===== config.mk =====
export PLATFORM = sky130hd
export DESIGN_NAME = alu_seq
export DESIGN_NICKNAME = d
export VERILOG_FILES = /design/src/rtl/alu_seq_pkg.sv /design/src/rtl/alu_seq_step.sv /design/src/rtl/alu_seq.sv
export SDC_FILE = /design/constraint.sdc
export NUM_CORES = 1
export LEC_CHECK = 0
export CAP_MARGIN = 30
export CORE_MARGIN = 2
export CORE_UTILIZATION = 45
export DETAILED_ROUTE_END_ITERATION = 10
export GPL_ROUTABILITY_DRIVEN = 0
export GPL_TIMING_DRIVEN = 0
export HOLD_SLACK_MARGIN = 0.15
export PLACE_DENSITY_LB_ADDON = 0.12
export SLEW_MARGIN = 15
export SYNTH_ARGS = -nofsm -noshare
export SYNTH_HDL_FRONTEND = slang
export SYNTH_HIERARCHICAL = 1
export SYNTH_SLANG_ARGS = --single-unit

===== constraint.sdc =====
create_clock -name clk_i -period 5.75 [get_ports clk_i]
set_input_delay 1.725 -clock clk_i [delete_from_list [all_inputs] [get_ports clk_i]]
set_output_delay 1.725 -clock clk_i [all_outputs]
set_load 0.05 [all_outputs]

===== src/rtl/alu_seq_pkg.sv =====
`default_nettype none
// ============================================================================
// Module   : alu_seq_pkg
// Purpose  : Opcodes, flag bit positions and FSM encodings for alu_seq.
// Revision : 1.0 - initial release
// ============================================================================
package alu_seq_pkg;

    localparam logic [2:0] ALU_SEQ_MULU = 3'd0;
    localparam logic [2:0] ALU_SEQ_MULS = 3'd1;
    localparam logic [2:0] ALU_SEQ_DIVU = 3'd2;
    localparam logic [2:0] ALU_SEQ_SHL  = 3'd3;
    localparam logic [2:0] ALU_SEQ_SHR  = 3'd4;
    localparam logic [2:0] ALU_SEQ_ASR  = 3'd5;

    localparam int FLAG_Z = 0;
    localparam int FLAG_C = 1;
    localparam int FLAG_N = 2;
    localparam int FLAG_V = 3;

    localparam logic [1:0] C_ST_IDLE = 2'd0;
    localparam logic [1:0] C_ST_RUN  = 2'd1;
    localparam logic [1:0] C_ST_DONE = 2'd2;

    typedef enum logic [1:0] {
        ST_IDLE = C_ST_IDLE,
        ST_RUN  = C_ST_RUN,
        ST_DONE = C_ST_DONE
    } state_t;

endpackage
`default_nettype wire


===== src/rtl/alu_seq_step.sv =====
`default_nettype none
// ============================================================================
// Module   : alu_seq_step
// Purpose  : One iteration of the sequential ALU datapath (combinational).
// Revision : 1.0 - initial release
// ============================================================================
module alu_seq_step
    import alu_seq_pkg::*;
#(
    parameter int DataWidth = 16
) (
    input  logic [2:0]           i_op,
    input  logic [DataWidth-1:0] i_acc,
    input  logic [DataWidth-1:0] i_lo,
    input  logic [DataWidth-1:0] i_mcand,
    input  logic                 i_carry,
    output logic [DataWidth-1:0] o_acc,
    output logic [DataWidth-1:0] o_lo,
    output logic                 o_carry
);

    logic [DataWidth-1:0] w_addend;
    logic [DataWidth:0]   w_sum;
    logic [DataWidth:0]   w_rem_sh;
    logic [DataWidth:0]   w_diff;

    assign w_addend = i_lo[0] ? i_mcand : '0;
    assign w_sum    = {1'b0, i_acc} + {1'b0, w_addend};
    // Partial remainder is always below the divisor, so the shifted value fits DataWidth+1 bits.
    assign w_rem_sh = {i_acc, i_lo[DataWidth-1]};
    assign w_diff   = w_rem_sh - {1'b0, i_mcand};

    always_comb begin
        o_acc   = i_acc;
        o_lo    = i_lo;
        o_carry = i_carry;
        case (i_op)
            ALU_SEQ_MULU, ALU_SEQ_MULS: begin
                o_acc = w_sum[DataWidth:1];
                o_lo  = {w_sum[0], i_lo[DataWidth-1:1]};
            end
            ALU_SEQ_DIVU: begin
                if (!w_diff[DataWidth]) begin
                    o_acc = w_diff[DataWidth-1:0];
                    o_lo  = {i_lo[DataWidth-2:0], 1'b1};
                end else begin
                    o_acc = w_rem_sh[DataWidth-1:0];
                    o_lo  = {i_lo[DataWidth-2:0], 1'b0};
                end
            end
            ALU_SEQ_SHL: begin
                o_lo    = {i_lo[DataWidth-2:0], 1'b0};
                o_carry = i_lo[DataWidth-1];
            end
            ALU_SEQ_SHR: begin
                o_lo    = {1'b0, i_lo[DataWidth-1:1]};
                o_carry = i_lo[0];
            end
            ALU_SEQ_ASR: begin
                o_lo    = {i_lo[DataWidth-1], i_lo[DataWidth-1:1]};
                o_carry = i_lo[0];
            end
            default: ;
        endcase
    end

endmodule
`default_nettype wire


===== src/rtl/alu_seq.sv =====
`default_nettype none
// ============================================================================
// Module   : alu_seq
// Purpose  : Multi-cycle multiply / divide / shift unit, one bit per clock.
// Revision : 1.0 - initial release
// ============================================================================
module alu_seq
    import alu_seq_pkg::*;
#(
    parameter int DataWidth  = 16,
    parameter int CountWidth = $clog2(DataWidth) + 1
) (
    input  logic                 clk_i,
    input  logic                 reset_ni,
    input  logic                 start_i,
    input  logic [2:0]           func_op_i,
    input  logic [DataWidth-1:0] a_i,
    input  logic [DataWidth-1:0] b_i,
    input  logic [3:0]           flags_i,
    output logic                 ready_o,
    output logic                 busy_o,
    output logic                 valid_o,
    output logic [DataWidth-1:0] y_o,
    output logic [DataWidth-1:0] y_hi_o,
    output logic [3:0]           flags_o
);

    localparam logic [DataWidth-1:0]  c_dw_d = DataWidth'(DataWidth);
    localparam logic [CountWidth-1:0] c_dw_n = CountWidth'(DataWidth);

    state_t                r_state, w_state_nxt;
    logic [CountWidth-1:0] r_cnt;
    logic [2:0]            r_op;
    logic [DataWidth-1:0]  r_acc, r_lo, r_mcand;
    logic                  r_carry, r_neg;
    logic [3:0]            r_flags_in;
    logic [DataWidth-1:0]  r_y, r_y_hi;
    logic [3:0]            r_flags;

    logic                  w_accept, w_run_last, w_load_out;
    logic [DataWidth-1:0]  w_init_acc, w_init_lo, w_init_mcand;
    logic                  w_init_neg, w_init_divz;
    logic [CountWidth-1:0] w_init_n;
    logic [DataWidth-1:0]  w_step_acc, w_step_lo;
    logic                  w_step_c;
    logic [2:0]            w_src_op;
    logic [DataWidth-1:0]  w_src_acc, w_src_lo;
    logic                  w_src_c, w_src_neg, w_src_divz;
    logic [3:0]            w_src_flags;
    logic [2*DataWidth-1:0] w_full, w_prod;
    logic [DataWidth-1:0]  w_res_y, w_res_hi;
    logic [3:0]            w_res_flags;

    assign ready_o    = (r_state != ST_RUN);
    assign busy_o     = (r_state == ST_RUN);
    assign valid_o    = (r_state == ST_DONE);
    assign y_o        = r_y;
    assign y_hi_o     = r_y_hi;
    assign flags_o    = r_flags;

    assign w_accept   = start_i && ready_o;
    assign w_run_last = (r_state == ST_RUN) && (r_cnt == CountWidth'(1));
    assign w_load_out = (w_accept && (w_init_n == '0)) || w_run_last;

    // Operand setup at accept; MULS runs on magnitudes and fixes the sign at the end.
    always_comb begin
        w_init_acc   = '0;
        w_init_lo    = a_i;
        w_init_mcand = b_i;
        w_init_neg   = 1'b0;
        w_init_divz  = 1'b0;
        w_init_n     = '0;
        case (func_op_i)
            ALU_SEQ_MULU: begin
                w_init_lo    = b_i;
                w_init_mcand = a_i;
                w_init_n     = c_dw_n;
            end
            ALU_SEQ_MULS: begin
                w_init_lo    = b_i[DataWidth-1] ? -b_i : b_i;
                w_init_mcand = a_i[DataWidth-1] ? -a_i : a_i;
                w_init_neg   = a_i[DataWidth-1] ^ b_i[DataWidth-1];
                w_init_n     = c_dw_n;
            end
            ALU_SEQ_DIVU: begin
                if (b_i == '0) begin
                    w_init_divz = 1'b1;
                    w_init_acc  = a_i;
                    w_init_lo   = '1;
                end else begin
                    w_init_n    = c_dw_n;
                end
            end
            ALU_SEQ_SHL, ALU_SEQ_SHR, ALU_SEQ_ASR: begin
                w_init_n = (b_i >= c_dw_d) ? c_dw_n : CountWidth'(b_i);
            end
            default: ;
        endcase
    end

    alu_seq_step #(
        .DataWidth (DataWidth)
    ) u_step (
        .i_op    (r_op),
        .i_acc   (r_acc),
        .i_lo    (r_lo),
        .i_mcand (r_mcand),
        .i_carry (r_carry),
        .o_acc   (w_step_acc),
        .o_lo    (w_step_lo),
        .o_carry (w_step_c)
    );

    // Results come from the accept-time setup (zero-step ops) or from the final iteration.
    assign w_src_op    = w_accept ? func_op_i         : r_op;
    assign w_src_acc   = w_accept ? w_init_acc        : w_step_acc;
    assign w_src_lo    = w_accept ? w_init_lo         : w_step_lo;
    assign w_src_c     = w_accept ? flags_i[FLAG_C]   : w_step_c;
    assign w_src_neg   = w_accept ? w_init_neg        : r_neg;
    assign w_src_divz  = w_accept ? w_init_divz       : 1'b0;
    assign w_src_flags = w_accept ? flags_i           : r_flags_in;

    assign w_full = {w_src_acc, w_src_lo};
    assign w_prod = ((w_src_op == ALU_SEQ_MULS) && w_src_neg) ? -w_full : w_full;

    always_comb begin
        w_res_y     = w_src_lo;
        w_res_hi    = '0;
        w_res_flags = w_src_flags;
        case (w_src_op)
            ALU_SEQ_MULU, ALU_SEQ_MULS: begin
                w_res_y             = w_prod[DataWidth-1:0];
                w_res_hi            = w_prod[2*DataWidth-1:DataWidth];
                w_res_flags[FLAG_Z] = (w_prod == '0);
                w_res_flags[FLAG_N] = w_res_hi[DataWidth-1];
                w_res_flags[FLAG_C] = (w_src_op == ALU_SEQ_MULU) ? (w_res_hi != '0)
                                    : (w_res_hi != {DataWidth{w_res_y[DataWidth-1]}});
            end
            ALU_SEQ_DIVU: begin
                w_res_hi            = w_src_acc;
                w_res_flags[FLAG_Z] = (w_res_y == '0);
                w_res_flags[FLAG_N] = w_res_y[DataWidth-1];
                w_res_flags[FLAG_C] = 1'b0;
                w_res_flags[FLAG_V] = w_src_divz;
            end
            ALU_SEQ_SHL, ALU_SEQ_SHR, ALU_SEQ_ASR: begin
                w_res_flags[FLAG_Z] = (w_res_y == '0);
                w_res_flags[FLAG_N] = w_res_y[DataWidth-1];
                w_res_flags[FLAG_C] = w_src_c;
            end
            default: ;
        endcase
    end

    always_ff @(posedge clk_i or negedge reset_ni) begin
        if (!reset_ni) begin
            r_state <= ST_IDLE;
        end else begin
            r_state <= w_state_nxt;
        end
    end

    always_comb begin
        w_state_nxt = r_state;
        case (r_state)
            ST_IDLE: begin
                if (w_accept) w_state_nxt = (w_init_n == '0) ? ST_DONE : ST_RUN;
            end
            ST_RUN: begin
                if (w_run_last) w_state_nxt = ST_DONE;
            end
            ST_DONE: begin
                if (w_accept) w_state_nxt = (w_init_n == '0) ? ST_DONE : ST_RUN;
                else          w_state_nxt = ST_IDLE;
            end
            default: w_state_nxt = ST_IDLE;
        endcase
    end

    always_ff @(posedge clk_i or negedge reset_ni) begin
        if (!reset_ni) begin
            r_cnt      <= '0;
            r_op       <= '0;
            r_acc      <= '0;
            r_lo       <= '0;
            r_mcand    <= '0;
            r_carry    <= 1'b0;
            r_neg      <= 1'b0;
            r_flags_in <= '0;
            r_y        <= '0;
            r_y_hi     <= '0;
            r_flags    <= '0;
        end else begin
            if (w_accept) begin
                r_cnt      <= w_init_n;
                r_op       <= func_op_i;
                r_acc      <= w_init_acc;
                r_lo       <= w_init_lo;
                r_mcand    <= w_init_mcand;
                r_carry    <= flags_i[FLAG_C];
                r_neg      <= w_init_neg;
                r_flags_in <= flags_i;
            end else if (r_state == ST_RUN) begin
                r_cnt   <= r_cnt - CountWidth'(1);
                r_acc   <= w_step_acc;
                r_lo    <= w_step_lo;
                r_carry <= w_step_c;
            end
            if (w_load_out) begin
                r_y     <= w_res_y;
                r_y_hi  <= w_res_hi;
                r_flags <= w_res_flags;
            end
        end
    end

endmodule
`default_nettype wire


==> impl_metrics.ini <==
[pwr]
p_int_mw = 3.55
p_total_mw = 8.01
vdd_drop_max_v = 0.000269
seq_power_share_pct = 17.9
power.clock.fraction_pct = 7.8
p_sw_mw = 4.46
p_leak_nw = 4.76
pwr-share-comb_pct = 74.3
power.density_mw_per_mm2 = 693
power_switching_share_pct = 55.7

[outcome]
outcome = completed

[timing]
worst_pin_slew_ns = 0.885
max_slew_margin_pct = 40.5
grt_setup_unrepaired = true
hold_viol_final = 0
min_period_ns = 5.72
drv_slew = 0
final.setup.worst_slack_ns = 0.0303
period_share_pct = 99.5
fmax_ghz = 0.175
finalSetupTns_ns = 0
setup_viol_count_final = 0
finClkSkew_ns = 0.0168

[finish]
area_growth_pct = 18.9
antennaDiodeCount = 0
drive_gt1_share_pct = 10.8
final_net_count = 1443
final_cells = 1642
layout.cells.most_common = nand2_1
fin_util_pct = 54.7
final_cell_mix = 135 x nand2_1, 114 x a21oi_1, 110 x nor2_1

[floorplan]
io-pin-count = 81
die_w_um = 151
dieArea_mm2 = 0.0228
dieHeight_um = 151
rows = 53
core_mm2 = 0.0212
start_util_pct = 46.0

[yosys]
syn_nets = 1339
ys_ff_latch = 100
synthDistinctLibCells = 96
ys_seq_area_share_pct = 25.7
netlist_area_mm2 = 0.00973
synth_cells = 1258
synthFlopType = dfrtp_1
synth.avg_cell_area_um2 = 7.74
ys_warn_count = 6
synth-async-reset-ratio_pct = 100
synth_edf_count = 0

[global_route]
grt_usage_pct = 31.0
grt_antenna_before_repair = 0
grt_pass1_vias = 9901
gr-total-overflow = 0
grt_pass1_wl_um = 54700
grt_max_degree = 57

[place]
io_buffers = 73
dp_worst_setup_slack_ns = -1.43
hpwlAfterDp_um = 27200
placed_cells_incl_taps = 1607

[routing]
dr.pass1.iters = 5
drcViolationCount = 0
wire_per_inst_um = 21.3
dr_total_vias = 10600
wl_um = 35000
viasPerCell = 6.44
first_iter_violations = 1040
ant_nets = 0

[worst_setup_path]
crit_buf_inv = 4
cpPeakStageDelay_ns = 0.59
cp.arrival_ns = 5.97
cp_slowest_cell = or4_4
cp_top_family = simple AND/OR/NAND/NOR gates
required_ns = 6.00
crit_chain = clkdlybuf4s50_1 -> or4_4 -> buf_6 -> or2_1 -> o41ai_1 -> a21oi_1 -> nand3_2 -> nor4b_4 -> buf_4 -> buf_6 -> a41oi_1 -> xor2_1 -> nand4_1 -> nor4_4 -> a32oi_1 -> a2bb2oi_1
end_kind = flop
worstSetupPathType = in2reg
path_common_cell = buf_6
cp-start-kind = input port
crit_fanout = 10

[cts]
clock_latency_ns = 0.37
h-tree-depth = 3
hold_buffers = 0
cts_tree = done
clock-sinks = 100
clk_pin_slew_worst_paths_ns = 0.08
cts_buffers = 9
clockRootBuffer = clkbuf_16
clockBufferDepth = 2

[min_path]
hp-class = reg2reg

[flow_run]
maxCapViolCount = 0
-- cell families after synthesis --
group | count (synthesis) | share of synthesized area [%]
flops | 100 | 25.7
mux | 35 | 3.68
buf+inv | 125 | 5.28
compound gates | 435 | 30.0
fa+ha+maj | 39 | 5.17
simple gates | 453 | 23.8
xor+xnor | 71 | 6.39
-- power groups by stage --
stage / sequential, mW / combinational [mW] / clock [mW]
2_1_floorplan: 1.72 / 3.66 / 0
3_3_place_gp: 1.42 / 5.50 / 0
3_5_place_dp: 1.43 / 5.55 / 0
4_1_cts: 1.41 / 5.73 / 0.635
5_1_grt: 1.48 / 6.45 / 0.659
6_report: 1.44 / 5.95 / 0.627
-- metal layers --
layer	share of wire, %	GRT usage (%)	vias up
met5	0	0	-
met4	3.8	11.0	0
met3	8.2	4.58	103
met2	45	50.0	567
met1	43	42.5	5035
li1	-	-	4866
-- timing repair --
action                     in CTS  in global routing
gates resized for setup        38                 35
setup endpoints to repair      18                 12
pin swaps                       6                  7
buffers inserted                9                 10
gates cloned                    0                  0
-- layout make-up --
type                            instances  area [um2]
Buffer                                 78         359
Clock buffer                           10         239
Clock inverter                          6        56.3
Fill cell                            2083        9580
Inverter                               46         173
Multi-Input combinational cell       1033        6980
Sequential cell                       100        2500
Tap cell                              275         344
Timing Repair Buffer                   94         913
-- through the flow --
step / hold slack [ns] / area [um2]
after floorplan: 0.436 / 9730
after CTS: 0.477 / 11400
after global placement: 0.453 / 10800
after global routing: 0.492 / 11600
after detailed placement: 0.459 / 10800
final: 0.475 / 11600
-- synth_stat cells, types with 7 or more instances --
library cell	n	area (um2)
or4_1	7	52.6
a21o_1	13	97.6
nor3_1	18	90.1
o22ai_1	10	62.6
nand3_1	22	110
a21boi_0	8	60.1
mux2i_1	29	290
a21oi_1	114	571
xor2_1	39	342
clkbuf_1	54	203
dfrtp_1	100	2500
a31oi_1	23	144
o31ai_1	8	60.1
or2_2	7	43.8
a41oi_1	16	140
nor2b_1	13	81.3
a22oi_1	10	75.1
buf_2	12	60.1
and2_1	24	150
o21ai_0	98	490
o211ai_1	15	113
or3_1	10	62.6
and3_1	17	106
o21a_1	20	150
nand3b_1	7	52.6
nor2_1	112	420
nand4_1	17	106
ha_1	37	463
nor4_1	20	125
xnor2_1	32	280
nand2_1	138	518
inv_1	45	169
a211oi_1	15	113
o221ai_1	14	123
buf_1	9	33.8
-- state kept, by name, summed over array words and instances, names as in the netlist --
register and flops:
r_lo 16, flags_o 4, r_cnt 5, r_acc 16
r_carry 1, r_state 2, r_neg 1, y_o 16
r_mcand 16, r_flags_in 4, r_op 3, y_hi_o 16
-- tightest hold or removal path, cell delays in order (launching register included) --
cell and delay [ns]:
dfrtp_1 0.32, nand2_1 0.04, nand2_1 0.07
-- final timing paths --
kind | start | end | cells past startpoint | slack, ns
max in group asynchronous | reset_ni | r_lo[0]$_DFFE_PN0P_ | 2 | 3.83
max | b_i[5] | flags_o[1]$_DFFE_PN0P_ | 16 | 0.03
min reg2reg | r_flags_in[3]$_DFF_PN0_ | r_flags_in[3]$_DFF_PN0_ | 2 | 0.47
max reg2reg | r_acc[1]$_DFFE_PN0P_ | flags_o[1]$_DFFE_PN0P_ | 19 | 0.04
min in group asynchronous | reset_ni | y_hi_o[8]$_DFFE_PN0P_ | 1 | 1.28
min | r_flags_in[3]$_DFF_PN0_ | r_flags_in[3]$_DFF_PN0_ | 2 | 0.47
(Power assumes the default switching activity.)
